--- config.mk ---
export PLATFORM = sky130hd
export DESIGN_NAME = pong_game_ctrl
export DESIGN_NICKNAME = d
export VERILOG_FILES = /design/src/rtl/pong_game_ctrl.sv
export SDC_FILE = /design/constraint.sdc
export NUM_CORES = 1
export LEC_CHECK = 0
export CAP_MARGIN = 20
export CORE_MARGIN = 1
export CORE_UTILIZATION = 51
export CTS_CLUSTER_DIAMETER = 30
export DETAILED_ROUTE_END_ITERATION = 12
export PLACE_DENSITY = 0.79
export SYNTH_ARGS = -nofsm -noshare
export SYNTH_HDL_FRONTEND = slang
export SYNTH_SLANG_ARGS = --single-unit
export TNS_END_PERCENT = 5
--- constraint.sdc ---
create_clock -name clk -period 2.2 [get_ports clk]
set_clock_uncertainty 0.2 [all_clocks]
set_input_delay 0.22 -clock clk [delete_from_list [all_inputs] [get_ports clk]]
set_output_delay 0.22 -clock clk [all_outputs]
set_load 0.03 [all_outputs]
--- src/rtl/pong_game_ctrl.sv ---
// pong_game_ctrl: Pong game sequencer driving ball movement, scores, serve delay and win detection.
module pong_game_ctrl #(
  parameter int SCORE_W     = 4,
  parameter int WIN_SCORE   = 7,
  parameter int SERVE_DELAY = 60,
  parameter int DLY_W       = 8
) (
  input  logic               clk,
  input  logic               rst_n,
  input  logic               frame_tick,
  input  logic               start,
  input  logic               paddle_collision,
  input  logic               wall_collision,
  input  logic               p1_miss,
  input  logic               p2_miss,
  output logic               ball_reset,
  output logic               ball_en,
  output logic               ball_dir_x,
  output logic               bounce_x,
  output logic               bounce_y,
  output logic [SCORE_W-1:0] score1,
  output logic [SCORE_W-1:0] score2,
  output logic [2:0]         state,
  output logic               game_over,
  output logic [1:0]         winner
);
  typedef enum logic [2:0] {IDLE, SERVE, RALLY, POINT, GAME_OVER} state_t;
  // A zero delay still costs one frame_tick before the serve.
  localparam logic [DLY_W-1:0]   LAST = (SERVE_DELAY == 0) ? '0 : DLY_W'(SERVE_DELAY - 1);
  localparam logic [SCORE_W-1:0] WIN  = SCORE_W'(WIN_SCORE);
  state_t cur, nxt;
  logic [DLY_W-1:0] cnt, cnt_d;
  logic [SCORE_W-1:0] s1_d, s2_d;
  logic [1:0] win_d;
  logic dir_d, bx_d, by_d, start_q, start_rise;
  assign start_rise = start & ~start_q;
  assign state      = cur;
  assign game_over  = cur == GAME_OVER;
  assign ball_en    = cur == RALLY;
  assign ball_reset = !(cur == RALLY || cur == POINT);
  always_ff @(posedge clk or negedge rst_n) begin
    if (!rst_n) begin
      cur        <= IDLE;
      cnt        <= '0;
      score1     <= '0;
      score2     <= '0;
      winner     <= 2'd0;
      ball_dir_x <= 1'b1;
      bounce_x   <= 1'b0;
      bounce_y   <= 1'b0;
      start_q    <= 1'b0;
    end else begin
      cur        <= nxt;
      cnt        <= cnt_d;
      score1     <= s1_d;
      score2     <= s2_d;
      winner     <= win_d;
      ball_dir_x <= dir_d;
      bounce_x   <= bx_d;
      bounce_y   <= by_d;
      start_q    <= start;
    end
  end
  always_comb begin
    nxt   = cur;
    cnt_d = cnt;
    s1_d  = score1;
    s2_d  = score2;
    win_d = winner;
    dir_d = ball_dir_x;
    bx_d  = 1'b0;
    by_d  = 1'b0;
    case (cur)
      IDLE, GAME_OVER: begin
        if (start_rise) begin
          s1_d  = '0;
          s2_d  = '0;
          win_d = 2'd0;
          dir_d = 1'b1;
          nxt   = SERVE;
        end
      end
      SERVE: begin
        if (frame_tick) begin
          cnt_d = (cnt == LAST) ? '0 : cnt + DLY_W'(1);
          nxt   = (cnt == LAST) ? RALLY : SERVE;
        end
      end
      RALLY: begin
        if (p1_miss && p2_miss) nxt = SERVE;
        else if (p1_miss) begin
          s2_d  = (score2 >= WIN) ? WIN : score2 + SCORE_W'(1);
          dir_d = 1'b0;
          nxt   = POINT;
        end else if (p2_miss) begin
          s1_d  = (score1 >= WIN) ? WIN : score1 + SCORE_W'(1);
          dir_d = 1'b1;
          nxt   = POINT;
        end else begin
          bx_d = paddle_collision;
          by_d = wall_collision;
        end
      end
      POINT: begin
        win_d = (score1 == WIN) ? 2'd1 : (score2 == WIN) ? 2'd2 : 2'd0;
        nxt   = (score1 == WIN || score2 == WIN) ? GAME_OVER : SERVE;
      end
      default: nxt = IDLE;
    endcase
  end
endmodule
# Word level (Yosys, flattened, before mapping)
# Cells that the tools add are included.
dict set report totals {
  reg_bits 25
  input_bits 8
}
dict set report classes {
  addsub 3
  n_lt_le_gt_ge 2
  eq_ne 15
  n_mux 36
  bitwise 2
  n_reduce_logical 14
}
# cell count
set op_table {}
lappend op_table {{$mux W4} 8}
lappend op_table {{$mux W3} 6}
lappend op_table {{$pmux W4 S2} 2}
lappend op_table {{$mux W1} 12}
lappend op_table {{$ne A2 B2 Y1 const B} 6}
lappend op_table {{$pmux W3 S4} 1}
lappend op_table {{$add A4 B1 Y4 const B} 2}
lappend op_table {{$add A8 B1 Y8 const B} 1}
lappend op_table {{$eq A4 B3 Y1 const B} 2}
lappend op_table {{$eq A8 B6 Y1 const B} 1}
lappend op_table {{$ge A4 B3 Y1 const B} 2}
lappend op_table {{$mux W2} 4}
lappend op_table {{$mux W8} 1}
lappend op_table {{$reduce_and A4 Y1} 2}
lappend op_table {{$eq A3 B2 Y1 const B} 2}
lappend op_table {{$reduce_and A5 Y1} 1}
lappend op_table {{$ne A4 B3 Y1 const B} 1}
lappend op_table {{$pmux W2 S2} 1}
lappend op_table {{$reduce_and A2 Y1} 2}
lappend op_table {{$reduce_bool A2 Y1} 2}
lappend op_table {{$eq A3 B1 Y1 const B} 1}
lappend op_table {{$eq A3 B3 Y1 const B} 1}
lappend op_table {{$logic_not A3 Y1} 1}
lappend op_table {{$ne A3 B3 Y1 const B} 1}
lappend op_table {{8 further kinds} 9}

# Longest topological paths before layout
# Gate-level depths: netlist of run 1.
dict set report logic_depth {
  word_depth 6
  mapped_depth 5
  mapped_depth_nobuf 4
}

# Worst setup path before layout of run 1
# No wires, ideal clock.
dict set report synth_timing {
  path_type {reg2reg}
  start {register cur[0], in the netlist state[0]}
  end {register score2[0]}
  setup_time_ps 125
  t_arrival_ps 1651
  t_required_ps 1875
  path_slack_ps 224
  path_stages_with_launch 5
  path_buffers 1
  synth_period_minus_slack_ps 1976
  cell_sequence {dfrtp_1 buf_6 nor3b_2 nand3b_1 mux2i_1}
}
dict set report synth_between {
  word_cells_on_any_way 10
  cone_classes {eq/ne: 5; mux: 1; reduce/logical: 4}
}
# item line_no
set synth_rtl {}
lappend synth_rtl {{start, declared} 31} ;# state_t cur, nxt;
lappend synth_rtl {{start signal, assigned} 53} ;# cur <= nxt;
lappend synth_rtl {{$eq A3 B2 Y1 *} -}
lappend synth_rtl {{named net ball_en} 17} ;# output logic ball_en,
lappend synth_rtl {{$ne A2 B2 Y1 (no source line) / $reduce_bool A2 Y1 (equally long branches)} -}
lappend synth_rtl {{$reduce_and A4 Y1 (no source line)} -}
lappend synth_rtl {{end signal, assigned} 46} ;# score2 <= '0;
lappend synth_rtl {{end signal, assigned} 56} ;# score2 <= s2_d;
lappend synth_rtl {{end, declared} 22} ;# output logic [SCORE_W-1:0] score2,
# Mark *: on every way through the listed nets, which the timed path passes. The rest lies on a longest branch.
# A chain may end at the register's enable or synchronous reset.

# Worst setup path after layout of run 1
dict set report layout_timing {
  start {register cur[1], in the netlist state[1]}
  end {output ball_reset}
}
dict set report layout_between {
  elab_chain_len 3
  word_cells_on_any_way 4
  cone_classes {eq/ne: 2; reduce/logical: 2}
}
# item line_no
set layout_rtl {}
lappend layout_rtl {{$eq A3 B2 Y1} 40} ;# assign ball_reset = !(cur == RALLY || cur == POINT);
lappend layout_rtl {{$logic_or A1 B1 Y1 *} 40}
lappend layout_rtl {{$logic_not A1 Y1 *} 40}
lappend layout_rtl {{end, declared} 16} ;# output logic ball_reset,
# Mark *: on every way between the ends. The rest lies on a longest branch, timed or not.

==> metrics.csv, run 1 <==
stage,metric,value,unit
power,seqPwrFrac,51.9,%
detailed_routing,dr.pass1.iters,4,
sta,drv_slew,0,
sta,post-route-period-util,96.01,%
final_layout,area_growth,24.57,%
power,p_comb_share,30.2,%
status,outcome,"finished, final reports clean",
synth,ys_seq_area_share,45.42,%
global_route,first_global_vias,1053,
flow_run,cap_violations,0,
final_layout,final_net_count,176,
clocking,cts_buffers,3,
clocking,clock_path_buffers,2,
power,clkPwrFrac,17.9,%
power,internal_power,0.7260,mW
detailed_routing,drc_errors,0,
setup_path,reg2reg_depth,4,
synth,synth_async_sr_flop_share,100.0,%
clocking,cts_num_sinks,25,
final_layout,seq_area,628.1,sq um
final_layout,antenna_cells,0,
setup_path,path_class,flop to output pin,
die,ios,27,
synth,ys_ff_latch,25,
detailed_routing,vias,1129,
clocking,cts_tree,yes,
detailed_routing,via_per_inst,5.820,
global_route,grt_max_degree,18,
detailed_routing,drtIter0Drc,26,
synth,yosys_warnings,0,
clocking,root_buffer,clkbuf_4,
die,die_area,2918,sq um
setup_path,cp.arrival,1.69,ns
synth,syn_avg_cell_area,10.46,sq um
global_route,grt_overflow_total,0,
sta,layout_min_cycle_time,2.112,ns
detailed_routing,ant_nets,0,
global_route,antenna_found_initial,0,
power,swShare,36.51,%
synth,yosysUniqueCellTypes,43,
die,core_region_area,2522,sq um
worst_hold_path,hold_path_depth,1,
synth,synth_flop_cell,dfrtp_1,
synth,synthesis.area,1380,sq um
sta,worst_slack,0.08776,ns
setup_path,endpoint_kind,output pin,
synth,syn-num-nets,143,
die,start_util,54.71,%
placed_design,port_buffers,26,
final_layout,multiInputGateArea,680.7,sq um
sta,fmax,473.4,MHz
power,cellLeakagePower,0.7282,nW
power,powerDensity,665.1,nW/um^2
setup_path,critical_path_required,1.78,ns
die,dieWidth,54.02,microns
sta,tightest_slew,0.4107,ns
die,die_h,54.02,microns
sta,rsz0062_at_grt,false,
global_route,track_usage,22.78,%
sta,fin_hold_ws,0.1913,ns
final_layout,drive_gt1_share,12.80,%
sta,maxSlewHeadroom,72.50,%
final_layout,utilization,68.15,%
setup_path,cp_max_fo,9,
final_layout,fill_cells,206,
power,ir_worst_vdd,0.5390,mV
die,rows,18,
placed_design,place.gp.congestion,0.8550,
sta,final-hold-violation-count,0,
power,switchingPower,0.4175,mW
placed_design,place_ws,0.2161,ns
sta,setup_tns,0,ns
setup_path,critPathLaunchType,flop,
detailed_routing,wirelength,2.891,mm
worst_hold_path,hold_path_class,primary input to flop,
clocking,insertion_delay,0.32,ns
clocking,htreeDepth,1,
placed_design,dp_hpwl,2.202,mm
synth,synth-edff-count,0,
clocking,path_clk_slew,0.14,ns
detailed_routing,wl_per_cell,14.90,microns
sta,setup_violations,0,
global_route,grt_pass1_wl,4.726,mm
synth,synthCells,132,
[per-stage QoR]
| step | total power [mW] | cells | cell area [sq um] |
|---|---|---|---|
| 2_1_floorplan | 0.8567 | 132 | 1380 |
| 3_3_place_gp | 0.9261 | 189 | 1680 |
| 3_5_place_dp | 0.9455 | 189 | 1680 |
| 4_1_cts | 1.149 | 194 | 1715 |
| 5_1_grt | 1.218 | 194 | 1719 |
| 6_report | 1.143 | 194 | 1719 |
[registers in the layout (all words and copies together) (netlist names)]
signal,count
cnt,8
bounce_x,1
winner,2
ball_dir_x,1
bounce_y,1
state,3
score1,4
start_q,1
score2,4
[worst max-delay path, cell delays in order (launching register included)]
cell	delay [ns]
dfrtp_1	0.49
buf_4	0.18
nand2b_1	0.06
clkdlybuf4s50_1	0.66
[per-layer routing]
metal / wire (microns) / global-route usage, % / up-vias
li1: - / - / 550
met1: 1391 / 31.20 / 548
met2: 1353 / 36.63 / 29
met3: 130 / 3.672 / 2
met4: 15 / 6.838 / 0
met5: 0 / 0 / -
[synthesized netlist by cell type (all sizes together) (3+ instances only)]
| cell | number | area share, % |
|---|---|---|
| o22ai | 3 | 1.4 |
| mux2i | 3 | 2.2 |
| inv | 8 | 2.2 |
| buf | 4 | 2.8 |
| and2 | 4 | 1.8 |
| a21oi | 6 | 2.2 |
| o31ai | 3 | 1.6 |
| nand3b | 4 | 2.2 |
| o21ai | 12 | 4.4 |
| nor2b | 3 | 1.4 |
| nand4 | 3 | 1.4 |
| dfrtp | 24 | 44 |
| nand3 | 5 | 1.8 |
| nand2 | 13 | 3.5 |
| nor3 | 4 | 2.3 |
| ha | 3 | 2.7 |
[cells by family (layout without fill, tap and decap cells)]
kind of cell / count (synthesis) / count (layout) / share of synthesized area [%]
adders and majority gates: 3 / 3 / 2.720
AOI/OAI and AO/OA: 35 / 35 / 16.50
and+or+nand+nor: 51 / 51 / 26.65
buffers and inverters: 13 / 45 / 5.258
muxes: 3 / 3 / 2.176
DFF: 25 / 25 / 45.42
xor gates and xnor gates: 2 / 2 / 1.269
[cell usage in the layout (no fill, tap or decap), drive strengths merged, types with 2 or more instances in the layout]
| cell | count |
|---|---|
| o31ai | 3 |
| dfrtp | 24 |
| nand4 | 3 |
| inv | 8 |
| nand3 | 5 |
| dlygate4sd2 | 2 |
| nand2 | 13 |
| o22ai | 3 |
| a21oi | 6 |
| a41oi | 2 |
| o21ai | 12 |
| or3 | 2 |
| and2 | 4 |
| nor2 | 2 |
| clkbuf | 3 |
| or4b | 2 |
| nor2b | 3 |
| nand4bb | 2 |
| nand3b | 4 |
| nor3 | 4 |
| or4 | 2 |
| ha | 3 |
| buf | 6 |
| a22oi | 2 |
| clkdlybuf4s50 | 23 |
| mux2i | 3 |
[final cells by class]
cell class | count | area share (%)
Clock buffer | 3 | 1.310
Clock inverter | 1 | 0.2911
Inverter | 8 | 1.747
Multi-Input combinational cell | 94 | 39.59
Sequential cell | 25 | 36.54
Tap cell | 30 | 2.183
Timing Repair Buffer | 33 | 18.34
[worst paths after layout]
| check | from | slack, ns | endpoint |
|---|---|---|---|
| max in group asynchronous | rst_n | 0.69 | state[2] |
| worst max-delay path | state[1] | 0.09 | ball_reset |
| worst min-delay path | start | 0.19 | start_q |
| min in group asynchronous | rst_n | 0.52 | score1[2] |
| worst max register to register | state[0] | 0.20 | score1[0] |
| worst min register to register | cnt[7] | 0.29 | cnt[7] |
[what timing repair did]
| item | CTS | global route |
|---|---|---|
| hold buffers | 1 | 0 |
| hold endpoints to repair | 7 | 0 |
| resized for setup | 2 | 2 |
| endpoints found under the setup margin | 2 | 2 |
| buffers inserted | 0 | 0 |
| cloned | 0 | 0 |
[power groups by stage]
stage | clock network [mW] | registers, mW | logic [mW]
2_1_floorplan | 0 | 0.604 | 0.253
3_3_place_gp | 0 | 0.597 | 0.329
3_5_place_dp | 0 | 0.603 | 0.343
4_1_cts | 0.209 | 0.593 | 0.347
5_1_grt | 0.229 | 0.604 | 0.386
6_report | 0.205 | 0.593 | 0.345
Note: power is estimated with default switching activity, not from simulation.
==> run 2: changes to the inputs <==
--- a/config.mk
+++ b/config.mk
@@ -8,7 +8,6 @@
 export CAP_MARGIN = 20
 export CORE_MARGIN = 1
 export CORE_UTILIZATION = 51
-export CTS_CLUSTER_DIAMETER = 30
 export DETAILED_ROUTE_END_ITERATION = 12
 export PLACE_DENSITY = 0.79
 export SYNTH_ARGS = -nofsm -noshare
==> results of run 2 <==
No change in the layout: final DEF, timing and power equal those of run 1.
==> run 3: changes to the inputs <==
--- a/config.mk
+++ b/config.mk
@@ -10,6 +10,7 @@
 export CORE_UTILIZATION = 51
 export DETAILED_ROUTE_END_ITERATION = 12
 export PLACE_DENSITY = 0.79
+export RECOVER_POWER = 25
 export SYNTH_ARGS = -nofsm -noshare
 export SYNTH_HDL_FRONTEND = slang
 export SYNTH_SLANG_ARGS = --single-unit
==> run 3 against run 2 <==
Effect of this change:
- die area unchanged
- sequential power hardly changed
- critical path type unchanged
- critical path depth unchanged
- via count fell by 0.71%
- utilization shrank 0.099 points
- global-route usage stayed put
- clock power is essentially flat
==> metrics.csv, run 3 (same netlist as run 1, synthesis figures left out) <==
stage,metric,value,unit,change
sta,maxSlewHeadroom,70.75,%,-1.8 points
die,ios,27,,unchanged
global_route,track_usage,22.78,%,unchanged
power,ir_worst_vdd,0.5386,mV,about the same
power,internal_power,0.7247,mW,-0.17%
clocking,root_buffer,clkbuf_4,,
power,p_comb_share,30.0,%,-0.2 points
global_route,first_global_vias,1053,,unchanged
die,die_area,2918,sq um,unchanged
status,outcome,"finished, final reports clean",,
sta,setup_violations,0,,unchanged
detailed_routing,ant_nets,0,,unchanged
final_layout,final_common_cell,dfrtp_1,,
final_layout,final_cell_mix,"dfrtp_1 (23), clkdlybuf4s50_1 (21), nand2_1 (13)",,
setup_path,critical_path_required,1.78,ns,about the same
worst_hold_path,hold_path_class,primary input to flop,,
power,total_power,1.140,mW,-0.28%
global_route,grt_pass1_wl,4.726,mm,unchanged
setup_path,path_class,flop to output pin,,
final_layout,reg_top3,"cnt x8, score1 x4, score2 x4",,
clocking,insertion_delay,0.31,ns,about the same
global_route,antenna_found_initial,0,,unchanged
die,dieWidth,54.02,microns,unchanged
sta,layout_min_cycle_time,2.110,ns,-0.002112 ns
power,cellLeakagePower,0.7281,nW,about the same
setup_path,critPathLaunchType,flop,,
global_route,grt_overflow_total,0,,unchanged
sta,fmax,473.9,MHz,about the same
clocking,cts_tree,yes,,
die,core_region_area,2522,sq um,unchanged
sta,post-route-period-util,95.91,%,about the same
placed_design,dp_hpwl,2.202,mm,unchanged
clocking,clock_path_buffers,2,,unchanged
sta,setup_tns,0,ns,unchanged
sta,tightest_slew,0.4388,ns,+0.02813 ns
die,start_util,54.71,%,unchanged
sta,drv_slew,0,,unchanged
final_layout,largest_register_ff_count,8,,unchanged
final_layout,final_net_count,176,,unchanged
final_layout,antenna_cells,0,,unchanged
setup_path,cp.arrival,1.69,ns,about the same
clocking,path_clk_slew,0.14,ns,about the same
setup_path,endpoint_kind,output pin,,
sta,final-hold-violation-count,0,,unchanged
detailed_routing,drtIter0Drc,21,,-19%
detailed_routing,wl_per_cell,14.92,microns,+0.10%
detailed_routing,via_per_inst,5.778,,-0.71%
final_layout,drive_gt1_share,12.80,%,unchanged
power,switchingPower,0.4156,mW,-0.47%
global_route,grt_max_degree,18,,unchanged
flow_run,cap_violations,0,,unchanged
clocking,cts_buffers,3,,unchanged
power,swShare,36.44,%,-0.069 points
final_layout,utilization,68.06,%,-0.099 points
clocking,cts_setup_buffers,0,,unchanged
detailed_routing,vias,1121,,-0.71%
power,seqPwrFrac,52.0,%,about the same
setup_path,cp_max_fo,9,,unchanged
final_layout,top_register,cnt,,
sta,rsz0062_at_grt,false,,
power,clkPwrFrac,17.9,%,about the same
detailed_routing,wirelength,2.894,mm,+0.10%
die,die_h,54.02,microns,unchanged
clocking,cts_num_sinks,25,,unchanged
power,powerDensity,664.2,nW/um^2,-0.14%
placed_design,place_area,1680,sq um,unchanged
final_layout,design_area,1717,sq um,-0.15%
detailed_routing,drc_errors,0,,unchanged
clocking,htreeDepth,1,,unchanged
placed_design,port_buffers,26,,unchanged
placed_design,place.gp.congestion,0.8550,,unchanged
detailed_routing,dr.pass1.iters,4,,unchanged
final_layout,area_growth,24.39,%,
die,rows,18,,unchanged
[run 3: cell count changes in the layout (fill, tap and decap cells not counted)]
cell and change:
clkdlybuf4s50_1 -2, dlygate4sd3_1 +2, buf_4 -1, clkbuf_2 +1
[run 3: power groups by stage]
stage	clock network, mW	logic, mW	registers, mW
3_5_place_dp	0	0.343	0.603
2_1_floorplan	0	0.253	0.604
3_3_place_gp	0	0.329	0.597
6_report	0.205	0.342	0.593
4_1_cts	0.209	0.347	0.593
5_1_grt	0.229	0.385	0.603
[run 3: critical path, cell delays in order (launching register included)]
cell and delay [ns]:
dfrtp_1 0.49, buf_4 0.18, nand2b_1 0.06, clkdlybuf4s50_1 0.66
[run 3: layout make-up]
cell class,instances,area (sq um)
Clock buffer,3,22.52
Clock inverter,1,5.005
Fill cell,207,805.8
Inverter,8,30.03
Multi-Input combinational cell,94,680.7
Sequential cell,25,628.1
Tap cell,30,37.54
Timing Repair Buffer,33,312.8
[run 3: through the flow]
step                      hold WS (ns)  setup slack, ns  cells
after floorplan                -0.2756           0.2237    132
after global placement          0.2586           0.2683    189
after detailed placement        0.2696           0.2161    189
after CTS                       0.1840          0.04332    194
after global routing            0.2413          0.01558    194
final                           0.2381          0.08987    194
[run 3: timing repair]
item,in CTS,in global routing
endpoints found under the setup margin,2,2
resized for setup,2,2
hold endpoints to repair,7,0
hold buffers,1,0
[run 3: final timing paths]
| path | from | endpoint | slack [ns] | depth (start not counted) |
|---|---|---|---|---|
| setup / recovery | state[1] | ball_reset | 0.09 | 3 |
| hold / removal | paddle_collision | bounce_x | 0.24 | 2 |
| setup reg to reg | state[0] | score1[0] | 0.19 | 4 |
| hold reg to reg | cnt[7] | cnt[7] | 0.29 | 1 |
| max in group asynchronous | rst_n | state[2] | 0.44 | 3 |
| min in group asynchronous | rst_n | score1[2] | 0.58 | 2 |
[run 3: layer usage]
metal | vias up | wire length, microns | global-route usage, % | share of wire, %
met5 | - | 0 | 0 | 0
met3 | 2 | 140 | 3.672 | 4.8
met1 | 537 | 1413 | 31.20 | 49
li1 | 549 | - | - | -
met4 | 0 | 15 | 6.838 | 0.52
met2 | 33 | 1324 | 36.63 | 46
